===== config.mk =====
export PLATFORM = sky130hd
export DESIGN_NAME = regfile_reader_flat
export DESIGN_NICKNAME = d
export VERILOG_FILES = /design/src/rtl/regfile_pkg.sv /design/src/rtl/regfile_reader_if.sv /design/src/rtl/regfile_reader.sv /design/src/flat_wrapper.sv
export SDC_FILE = /design/constraint.sdc
export NUM_CORES = 1
export LEC_CHECK = 0
export CORE_MARGIN = 10
export CORE_UTILIZATION = 46
export DETAILED_ROUTE_END_ITERATION = 7
export GPL_TIMING_DRIVEN = 0
export PLACE_DENSITY = 0.93
export SLEW_MARGIN = 20
export SYNTH_ARGS = -nofsm -noshare
export SYNTH_HDL_FRONTEND = slang
export SYNTH_SLANG_ARGS = --single-unit
export TNS_END_PERCENT = 100

===== constraint.sdc =====
create_clock -name clk -period 2.95 [get_ports clk]
set_input_delay 0.59 -clock clk [delete_from_list [all_inputs] [get_ports clk]]
set_output_delay 0.59 -clock clk [all_outputs]
set_load 0.02 [all_outputs]

===== src/rtl/regfile_pkg.sv =====
// Shared constants and state encoding for the 8 x 16-bit register file and
// its sequential reader. The reader's optional checksum word is enabled with
// REGFILE_READER_CHECKSUM_EN. That macro adds the SUM state to the enum.
package regfile_pkg;

    localparam int DATA_W   = 16;
    localparam int ADDR_W   = 3;
    localparam int NUM_REGS = 2 ** ADDR_W;
    // Word counter must hold NUM_REGS itself, so it needs one extra bit.
    localparam int CNT_W    = ADDR_W + 1;

    typedef enum logic [2:0] {
        IDLE  = 3'd0,
        FETCH = 3'd1,
        SEND  = 3'd2,
`ifdef REGFILE_READER_CHECKSUM_EN
        SUM   = 3'd3,
`endif
        DONE  = 3'd4
    } reader_state_t;

    // A requested count of zero means a full sweep of the register file.
    function automatic logic [CNT_W-1:0] count_to_words(input logic [ADDR_W-1:0] c);
        return (c == '0) ? CNT_W'(NUM_REGS) : {1'b0, c};
    endfunction

endpackage


===== src/rtl/regfile_reader_if.sv =====
// Bus between the register-file reader and its environment: start request,
// status, register-file read port and the valid/ready output stream.
// The master side is the reader. The slave side is the requester, the
// register file and the downstream consumer.
interface regfile_reader_if;
    import regfile_pkg::*;

    logic              start;
    logic [ADDR_W-1:0] start_addr;
    logic [ADDR_W-1:0] count;
    logic              busy;
    logic              done;
    logic [ADDR_W-1:0] r_addr;
    logic [DATA_W-1:0] r_data;
    logic [DATA_W-1:0] out_data;
    logic              out_valid;
    logic              out_ready;
    logic              out_last;

    modport master (
        input  start, start_addr, count, r_data, out_ready,
        output busy, done, r_addr, out_data, out_valid, out_last
    );

    modport slave (
        output start, start_addr, count, r_data, out_ready,
        input  busy, done, r_addr, out_data, out_valid, out_last
    );

endinterface


===== src/rtl/regfile_reader.sv =====
// Sequential read-out engine for the register file. On start it walks
// r_addr over a contiguous, wrapping address range and streams each word
// over a valid/ready handshake. Each word takes one FETCH cycle, which
// samples r_data, and at least one SEND cycle, which holds the word until
// it is accepted.
// Optional feature: REGFILE_READER_CHECKSUM_EN appends a modulo-2^16 sum of
// the streamed words as a final word, emitted from the SUM state.
module regfile_reader
    import regfile_pkg::*;
(
    input  logic             clk,
    input  logic             rst,
    regfile_reader_if.master bus
);

    reader_state_t     state;
    reader_state_t     state_nxt;
    logic [CNT_W-1:0]  remaining;
    logic [ADDR_W-1:0] r_addr_q;
    logic [DATA_W-1:0] out_data_q;
    logic              out_valid_q;
    logic              out_last_q;
    logic              busy_c;
    logic              done_c;
    logic              xfer;
    logic              last_word;

`ifdef REGFILE_READER_CHECKSUM_EN
    logic [DATA_W-1:0] checksum;

    function automatic logic [DATA_W-1:0] wrap_add(input logic [DATA_W-1:0] a,
                                                   input logic [DATA_W-1:0] b);
        return a + b;
    endfunction
`endif

    assign xfer      = out_valid_q && bus.out_ready;
    assign last_word = (remaining == CNT_W'(1));

    // State register
    always_ff @(posedge clk) begin
        if (rst) begin
            state <= IDLE;
        end else begin
            state <= state_nxt;
        end
    end

    // Next-state logic
    always_comb begin
        state_nxt = state;
        unique case (state)
            IDLE:  if (bus.start) state_nxt = FETCH;
            FETCH: state_nxt = SEND;
            SEND: begin
                if (xfer) begin
                    if (last_word) begin
`ifdef REGFILE_READER_CHECKSUM_EN
                        state_nxt = SUM;
`else
                        state_nxt = DONE;
`endif
                    end else begin
                        state_nxt = FETCH;
                    end
                end
            end
`ifdef REGFILE_READER_CHECKSUM_EN
            SUM:   if (xfer) state_nxt = DONE;
`endif
            DONE:  state_nxt = IDLE;
            default: state_nxt = IDLE;
        endcase
    end

    // Status outputs decoded from state
    always_comb begin
        busy_c = (state != IDLE);
        done_c = (state == DONE);
    end

    // Address/remaining counters and the registered output word
    always_ff @(posedge clk) begin
        if (rst) begin
            remaining   <= '0;
            r_addr_q    <= '0;
            out_data_q  <= '0;
            out_valid_q <= 1'b0;
            out_last_q  <= 1'b0;
`ifdef REGFILE_READER_CHECKSUM_EN
            checksum    <= '0;
`endif
        end else begin
            case (state)
                IDLE: begin
                    if (bus.start) begin
                        remaining <= count_to_words(bus.count);
                        r_addr_q  <= bus.start_addr;
`ifdef REGFILE_READER_CHECKSUM_EN
                        checksum  <= '0;
`endif
                    end
                end
                FETCH: begin
                    // r_data is sampled here only; later writes do not touch the held word.
                    out_data_q  <= bus.r_data;
                    out_valid_q <= 1'b1;
`ifdef REGFILE_READER_CHECKSUM_EN
                    out_last_q  <= 1'b0;
                    checksum    <= wrap_add(checksum, bus.r_data);
`else
                    out_last_q  <= last_word;
`endif
                end
                SEND: begin
                    if (xfer) begin
                        remaining   <= remaining - CNT_W'(1);
                        out_valid_q <= 1'b0;
                        out_last_q  <= 1'b0;
                        if (last_word) begin
`ifdef REGFILE_READER_CHECKSUM_EN
                            // Preload the checksum word so it is valid throughout SUM.
                            out_data_q  <= checksum;
                            out_valid_q <= 1'b1;
                            out_last_q  <= 1'b1;
`endif
                        end else begin
                            r_addr_q <= r_addr_q + ADDR_W'(1);
                        end
                    end
                end
`ifdef REGFILE_READER_CHECKSUM_EN
                SUM: begin
                    if (xfer) begin
                        out_valid_q <= 1'b0;
                        out_last_q  <= 1'b0;
                    end
                end
`endif
                default: ;
            endcase
        end
    end

    assign bus.busy      = busy_c;
    assign bus.done      = done_c;
    assign bus.r_addr    = r_addr_q;
    assign bus.out_data  = out_data_q;
    assign bus.out_valid = out_valid_q;
    assign bus.out_last  = out_last_q;

endmodule

===== src/flat_wrapper.sv =====
// flat-port wrapper written by rule: the top's interface ports become plain ports
module regfile_reader_flat import regfile_pkg::*;
  (clk, rst, bus_start, bus_start_addr, bus_count, bus_r_data, bus_out_ready, bus_busy, bus_done, bus_r_addr, bus_out_data, bus_out_valid, bus_out_last);
  regfile_reader_if bus_i ();
  input  logic clk;
  input  logic rst;
  input wire logic [$bits(bus_i.start)-1:0] bus_start;
  input wire logic [$bits(bus_i.start_addr)-1:0] bus_start_addr;
  input wire logic [$bits(bus_i.count)-1:0] bus_count;
  input wire logic [$bits(bus_i.r_data)-1:0] bus_r_data;
  input wire logic [$bits(bus_i.out_ready)-1:0] bus_out_ready;
  output wire logic [$bits(bus_i.busy)-1:0] bus_busy;
  output wire logic [$bits(bus_i.done)-1:0] bus_done;
  output wire logic [$bits(bus_i.r_addr)-1:0] bus_r_addr;
  output wire logic [$bits(bus_i.out_data)-1:0] bus_out_data;
  output wire logic [$bits(bus_i.out_valid)-1:0] bus_out_valid;
  output wire logic [$bits(bus_i.out_last)-1:0] bus_out_last;
  assign bus_i.start = bus_start;
  assign bus_i.start_addr = bus_start_addr;
  assign bus_i.count = bus_count;
  assign bus_i.r_data = bus_r_data;
  assign bus_i.out_ready = bus_out_ready;
  assign bus_busy = bus_i.busy;
  assign bus_done = bus_i.done;
  assign bus_r_addr = bus_i.r_addr;
  assign bus_out_data = bus_i.out_data;
  assign bus_out_valid = bus_i.out_valid;
  assign bus_out_last = bus_i.out_last;
  regfile_reader u_core (.clk(clk), .rst(rst), .bus(bus_i));
endmodule

# Word level (Yosys, flattened, before mapping)
# Index checks and enable logic that the tools add are counted.
# Widths: inputs -> output; s select.
[word_totals] register_bits=28 latch_bits=0 ram_bits=0 romBits=0 in_bits=26 elab_cells=40 mem_count=0
[op_classes] add_sub_neg=2 mul=0 n_div=0 n_lt_le_gt_ge=0 n_eq_ne=7 shift=0 mux=15 bitwise=0 reduce_logical=10
[op_table] op="$mux 3" n=6
[op_table] op="$mux 4" n=3
[op_table] op="$pmux 3 s3" n=1
[op_table] op="$pmux 4 s2" n=1
[op_table] op="$logic_not 3->1" n=2
[op_table] op="$pmux 3 s2" n=1
[op_table] op="$eq 4x1->1 const B" n=1
[op_table] op="$ne 2x2->1 const B" n=2
[op_table] op="$pmux 1 s2" n=2
[op_table] op="$reduce_and 2->1" n=2
[op_table] op="$reduce_and 4->1" n=1
[op_table] op="$reduce_bool 2->1" n=2
[op_table] op="$sub 4x1->4 const B" n=1
[op_table] op="$add 3x1->3 const B" n=1
[op_table] op="$eq 3x1->1 const B" n=1
[op_table] op="$eq 3x2->1 const B" n=1
[op_table] op="$eq 3x3->1 const B" n=1
[op_table] op="$reduce_and 3->1" n=1
[op_table] op="$reduce_bool 3->1" n=1
[op_table] op="$ne 2x1->1 const B" n=1
[op_table] op="$logic_and 1x1->1" n=1
[op_table] op="$mux 1" n=1

# Logic depth before layout (Yosys ltp)
# Gate-level depths: netlist of run 1.
[logic_depth] depth_word=4 mapped_depth=6 depth_no_buf=6

# Worst setup path after synthesis of run 1
# OpenSTA, ideal clock, no wires.
[synth_timing] kind="register to output" start="register u_core.state[2]" end="output bus_done" arrival_time_ps=976 t_required_ps=2360 path_slack_ps=1384 stages_incl_launch_ff=3 cell_sequence="dfxtp_1 buf_6 nor3b_1"
[synth_between] elab_chain_cells=1
[synth_lines] item="start, declared" line="regfile_reader.sv:16" text="reader_state_t state;"
[synth_lines] item="start signal, assigned" line="regfile_reader.sv:45" text="state <= state_nxt;"
[synth_lines] item="$eq 3x3->1" line="regfile_reader.sv:79" text="done_c = (state == DONE);"
[synth_lines] item="end, declared" line="flat_wrapper.sv:13" text="output wire logic [$bits(bus_i.done)-1:0] bus_done;"
# Every way passes these cells.

# Worst setup path in the final report of run 1
[layout_timing] start="register u_core.state[1]" end="output bus_busy"
[layout_between] elab_chain_cells=1
[layout_lines] item="$reduce_bool 3->1" line="regfile_reader.sv:78" text="busy_c = (state != IDLE);"
[layout_lines] item="end, declared" line="flat_wrapper.sv:12" text="output wire logic [$bits(bus_i.busy)-1:0] bus_busy;"
# Every way passes these cells.

==> qor.csv, run 1 <==
metric,value,unit
Post-Synthesis Net Count,182,
number of library cell types mapped by synthesis,38,
cell row count,18,
via total after detailed routing,1264,
global router's overall resource usage,0.136,
Post-Synthesis Cells,153,
via count of the first global-routing pass,1250,
area delta synth->final,44.1,%
first-pass GRT wire length,5950,um
cell types occupying the most area after synthesis,"dfxtp_1, nand2_1, a21oi_1",
share of flip-flops with an asynchronous set or reset after synthesis,0,
final setup violation count,0,
status,finished clean,
commonest cells in the synthesized netlist,"nand2_1, dfxtp_1, a21oi_1",
area share of the largest cell type after synthesis,0.441,
number of register bits inferred by synthesis,28,
clock tree skew after final layout,5.24,ps
fin crit share,0.796,
sequential-to-total area share from yosys stat,0.441,
routed metal-1 wire length,1470,um
final slew viol count,0,
post-detailed-route DRC marker count,0,
worst-path cell chain,"buf_2, or3_1, clkdlybuf4s50_1",
cell area after synthesis,0.00127,mm^2
count of nets after finishing,234,
CP max stage delay,550,ps
Slew HR,0.675,
routed via count divided by cell count,5.40,
Bufs on Longest Clock Path,2,
post-cts resize count,0,
area of the core region,0.00254,mm^2
Critical Path Fanout Max,10,
post-cts hold buffer count,0,
cell taking the most area after synthesis,dfxtp_1,
number of synthesized flops with an enable pin,0,
maximum VDD drop,404,uV
maximum number of pins on one net before global-route repair,17,
critical path required time,2360,ps
H-tree depth,1,
fraction of layout cells with a size suffix above 1,0.0931,
average wire length per cell after detail routing,15.4,um
Die Width,72.5,um
Iteration-0 DRC Markers,54,
Die Ht,72.5,um
total of buffers placed on input and output ports,47,
post-CTS setup buffers,0,
amount of wire on met3 after detailed routing,291,um
cell at the root of the clock tree,clkbuf_4,
leak pwr,0.665,nW
number of failing hold endpoints at the final stage,0,
initial core utilization,0.499,
kind of start point of the critical path,flip-flop,
final HPWL from detailed placement,2830,um
I/O pin cnt,49,
met2 layer wire length in the routed design,1790,um
cell type group with the largest total delay on the critical path,buffers and inverters,
Synthesis Warnings,0,
Total Routed Length,3610,um
leftover overflow at the end of global routing,0,
fill cell count,189,
highest metal layer with signal wires,met4,
critical path's slowest cell,clkdlybuf4s50_1,
max-cap violations,0,
total negative setup slack,0,ps
leading register cell type out of synthesis,dfxtp_1,
PwrDens,481,mW/mm^2
CTS Buf Count,3,
clock-pin transition on the worst setup and hold timing paths,150,ps
latest clock arrival within the worst-skew pair,340,ps
Num Clock Sinks,28,
RD Place Congestion,0.851,
critical path capture point type,output port,
remaining number of nets flagged by the antenna check after routing,0,
Worst Max-Slew Pin Slew,487,ps
final critical delay including setup and external delays,2350,ps
most used standard cell by instance count after synthesis,nand2_1,
path category of the worst min-delay check,reg2reg,
antenna violations before repair,0,
antenna diode count,0,
Pwr Total,0.880,mW
Fmax achieved,426,MHz
arrival time worst endpoint,1760,ps
worst path bufs/invs,2,
WS Path Type,reg2out,
first-pass iteration count of the detailed router,5,
TritonCTS clock tree,built,
mean post-synth cell area,8.30,um^2
area of the die,0.00526,mm^2
RSZ-0062 raised after global routing,false,
kinds of logic (layout without fill, tap and decap cells):
group,count (synthesis),after routing,synth area share
flip-flops,28,28,0.441
buffers and inverters,12,63,0.0562
adder cells (fa/ha/maj),3,3,0.0296
AO/OA/AOI/OAI,43,43,0.201
multiplexers,1,1,0.00788
AND/OR/NAND/NOR,66,66,0.264
worst paths after layout:
check                                             from  slack (ps)                endpoint  cells past startpoint
worst min register to register  u_core.bus.out_data[8]         470  u_core.bus.out_data[8]                      2
worst max-delay path                   u_core.state[1]         600                bus_busy                      3
worst max register to register         u_core.state[1]        1420    u_core.bus.r_addr[1]                      5
worst min-delay path            u_core.bus.out_data[8]         470  u_core.bus.out_data[8]                      2
layer usage:
metal	GRT usage	up-vias
met2	0.235	41
met5	0	-
met3	0.0490	6
met4	0.0338	0
li1	-	631
met1	0.155	586
flip-flops by register name (all words and copies together), names as in the netlist:
signal,cells
u_core.bus.out_data,16
u_core.remaining,4
u_core.bus.r_addr,3
u_core.state,3
u_core.bus.out_last,1
u_core.bus.out_valid,1
cells in the final DEF (no fill, tap or decap), drive strengths merged, types with 2 or more instances in the layout:
| master | n |
|---|---|
| buf | 6 |
| clkdlybuf4s50 | 47 |
| nand2 | 37 |
| nor2 | 8 |
| nand2b | 2 |
| o211ai | 2 |
| o21ai | 9 |
| nand3b | 2 |
| and2 | 2 |
| nor3 | 2 |
| a211oi | 5 |
| nor3b | 4 |
| dfxtp | 28 |
| clkbuf | 6 |
| a21oi | 23 |
| ha | 3 |
| inv | 3 |
stage by stage:
stage                     utilization  hold WS [ps]  instance area [um^2]  worst slack (ps)  std cells
after global routing            0.719           493                  1830               564        234
after CTS                       0.719           470                  1830               603        234
final                           0.719           466                  1830               603        234
after detailed placement        0.699           450                  1780               915        230
after floorplan                     -           481                  1270              1380        153
after global placement          0.699           441                  1780               959        230
layout make-up:
type	count	area (um^2)	share of cell area
multi-input combinational	113	638	0.349
sequential	28	561	0.306
timing repair buffer	47	470	0.257
buffer	9	60.1	0.0328
tap	30	37.5	0.0205
clock inverter	1	30.0	0.0164
clock buffer	3	22.5	0.0123
inverter	3	11.3	0.00615
report_power, final:
part	internal (mW)	switching (mW)	leakage [nW]	total [mW]
registers	0.402	0.0186	0.229	0.421
clock network	0.138	0.117	0.0279	0.255
logic	0.102	0.102	0.409	0.205
worst register-to-register path: cells and delay by family (launching register included):
family / cells / cell delay (ps)
flip-flops: 1 / 380
AND/OR/NAND/NOR: 1 / 270
AO/OA/AOI/OAI: 3 / 590
buffers and inverters: 1 / 210
(Power assumes the default switching activity.)
==> run 2: changes to the inputs <==
- CORE_UTILIZATION: 46 -> 43
- PLACE_DENSITY: 0.93 -> 0.88
- clock period: 2.95 -> 2.4 ns (I/O delays scaled with it)
==> run 2 against run 1 <==
Net effect:
- flip-flop and latch count unchanged
- die area up 5.0%
- non-clock buffer count unchanged
- sequential share of layout area about the same
- clock skew up 4.2 ps
- critical endpoint unchanged
- combinational power up 21%
- utilization down 6.1 points
- clock power up 22%
- critical path depth unchanged
- global-route usage down 1.5 points
- cell count up 0.43%
- critical path type unchanged
- sequential power up 23%
==> qor.csv, run 2 (synthesized netlist as in run 1, its figures left out) <==
metric,value,unit
WS Path Type,reg2out,
area of the die,0.00553,mm^2
leak pwr,0.665,nW
post-cts hold buffer count,0,
sequential cell area,561,um^2
Worst Max-Slew Pin Slew,462,ps
worst reg2reg setup slack,880,ps
cell count of the worst reg-to-reg path,5,
fill cell count,238,
CTS Buf Count,3,
via count of the first global-routing pass,1163,
first-pass GRT wire length,5460,um
launch instance of the worst min-delay path,u_core.bus.out_data[13],
RSZ-0062 raised after global routing,false,
Fmax achieved,447,MHz
clock tree skew after final layout,9.40,ps
final critical delay including setup and external delays,2240,ps
cell row count,19,
"count of placed standard cells in the final layout, fillers left out",235,
antenna violations before repair,0,
post-cts resize count,0,
fraction of layout cells with a size suffix above 1,0.0931,
Slew HR,0.692,
most frequent standard cell in the layout excluding fill and tap cells,clkdlybuf4s50_1,
Hold Path Depth,2,
routed via count divided by cell count,5.23,
path category of the worst min-delay check,reg2reg,
number of failing hold endpoints at the final stage,0,
area delta synth->final,44.2,%
leftover overflow at the end of global routing,0,
critical path capture point type,output port,
maximum VDD drop,492,uV
total of buffers placed on input and output ports,47,
average wire length per cell after detail routing,14.2,um
H-tree depth,1,
final slew viol count,0,
Pwr Total,1.08,mW
Die Ht,74.3,um
I/O pin cnt,49,
Num Clock Sinks,28,
arrival time worst endpoint,1760,ps
kind of start point of the critical path,flip-flop,
area of the core region,0.00278,mm^2
global router's overall resource usage,0.122,
max-cap violations,0,
WHS Endpoint,u_core.bus.out_data[13],
reg-to-reg critical path startpoint,u_core.state[1],
Bufs on Longest Clock Path,2,
Total Routed Length,3330,um
post-CTS setup buffers,0,
number of cells in the design after placement,231,
critical path required time,1920,ps
PwrDens,587,mW/mm^2
Critical Path Fanout Max,10,
status,finished clean,
first-pass iteration count of the detailed router,4,
via total after detailed routing,1228,
maximum number of pins on one net before global-route repair,17,
latest clock arrival within the worst-skew pair,330,ps
count of nets after finishing,234,
number of flip-flops in the largest register,16,
TritonCTS clock tree,built,
total negative setup slack,0,ps
cell at the root of the clock tree,clkbuf_4,
fin crit share,0.932,
clock-pin transition on the worst setup and hold timing paths,160,ps
final HPWL from detailed placement,2530,um
Die Width,74.3,um
final setup violation count,0,
"top library cells by usage in the layout, fill and taps aside","clkdlybuf4s50_1, nand2_1, dfxtp_1, a21oi_1",
area of the multi-input gates,638,um^2
worst reg2reg endpoint,u_core.bus.r_addr[1],
initial core utilization,0.457,
antenna diode count,0,
remaining number of nets flagged by the antenna check after routing,0,
post-detailed-route DRC marker count,0,
RD Place Congestion,0.768,
Iteration-0 DRC Markers,112,
[run 2: report_power, final]
part | internal [mW] | switching (mW)
Sequential | 0.494 | 0.0213
Clock | 0.169 | 0.142
Combinational | 0.126 | 0.123
[run 2: metal layers]
layer	vias to the layer above	share of wire	GRT usage	wire length, um
li1	629	-	-	-
met1	543	0.42	0.152	1390
met2	51	0.45	0.189	1510
met3	5	0.11	0.0439	379
met4	0	0.016	0.0427	53
met5	-	0	0	0
[run 2: layout make-up]
cell class | count | share of cell area
timing repair buffer | 47 | 0.257
clock buffer | 3 | 0.0123
inverter | 3 | 0.00615
tap | 31 | 0.0212
buffer | 9 | 0.0328
clock inverter | 1 | 0.0164
sequential | 28 | 0.306
multi-input combinational | 113 | 0.348
[run 2: metrics by stage]
stage | worst slack [ps] | util | cell area (um^2) | hold WS, ps
floorplan | 944 | - | 1270 | 481
global placement | 505 | 0.640 | 1780 | 441
detailed placement | 485 | 0.640 | 1780 | 446
CTS | 154 | 0.659 | 1830 | 466
global route | 107 | 0.659 | 1830 | 482
finish | 163 | 0.659 | 1830 | 463
[run 2: worst max path at each step]
stage,start,to,slack (ps)
3_5_place_dp,bus_out_ready,u_core.bus.r_addr[1],480
3_3_place_gp,bus_out_ready,u_core.bus.r_addr[1],500
6_report,u_core.state[1],bus_busy,160
5_1_grt,u_core.state[1],bus_busy,110
2_1_floorplan,u_core.state[2],bus_done,940
4_1_cts,u_core.state[1],bus_busy,150
[run 2: worst max-delay path: stages, from the launching register on]
cell,delay [ps]
dfxtp_1,350
buf_2,170
or3_1,350
clkdlybuf4s50_1,550
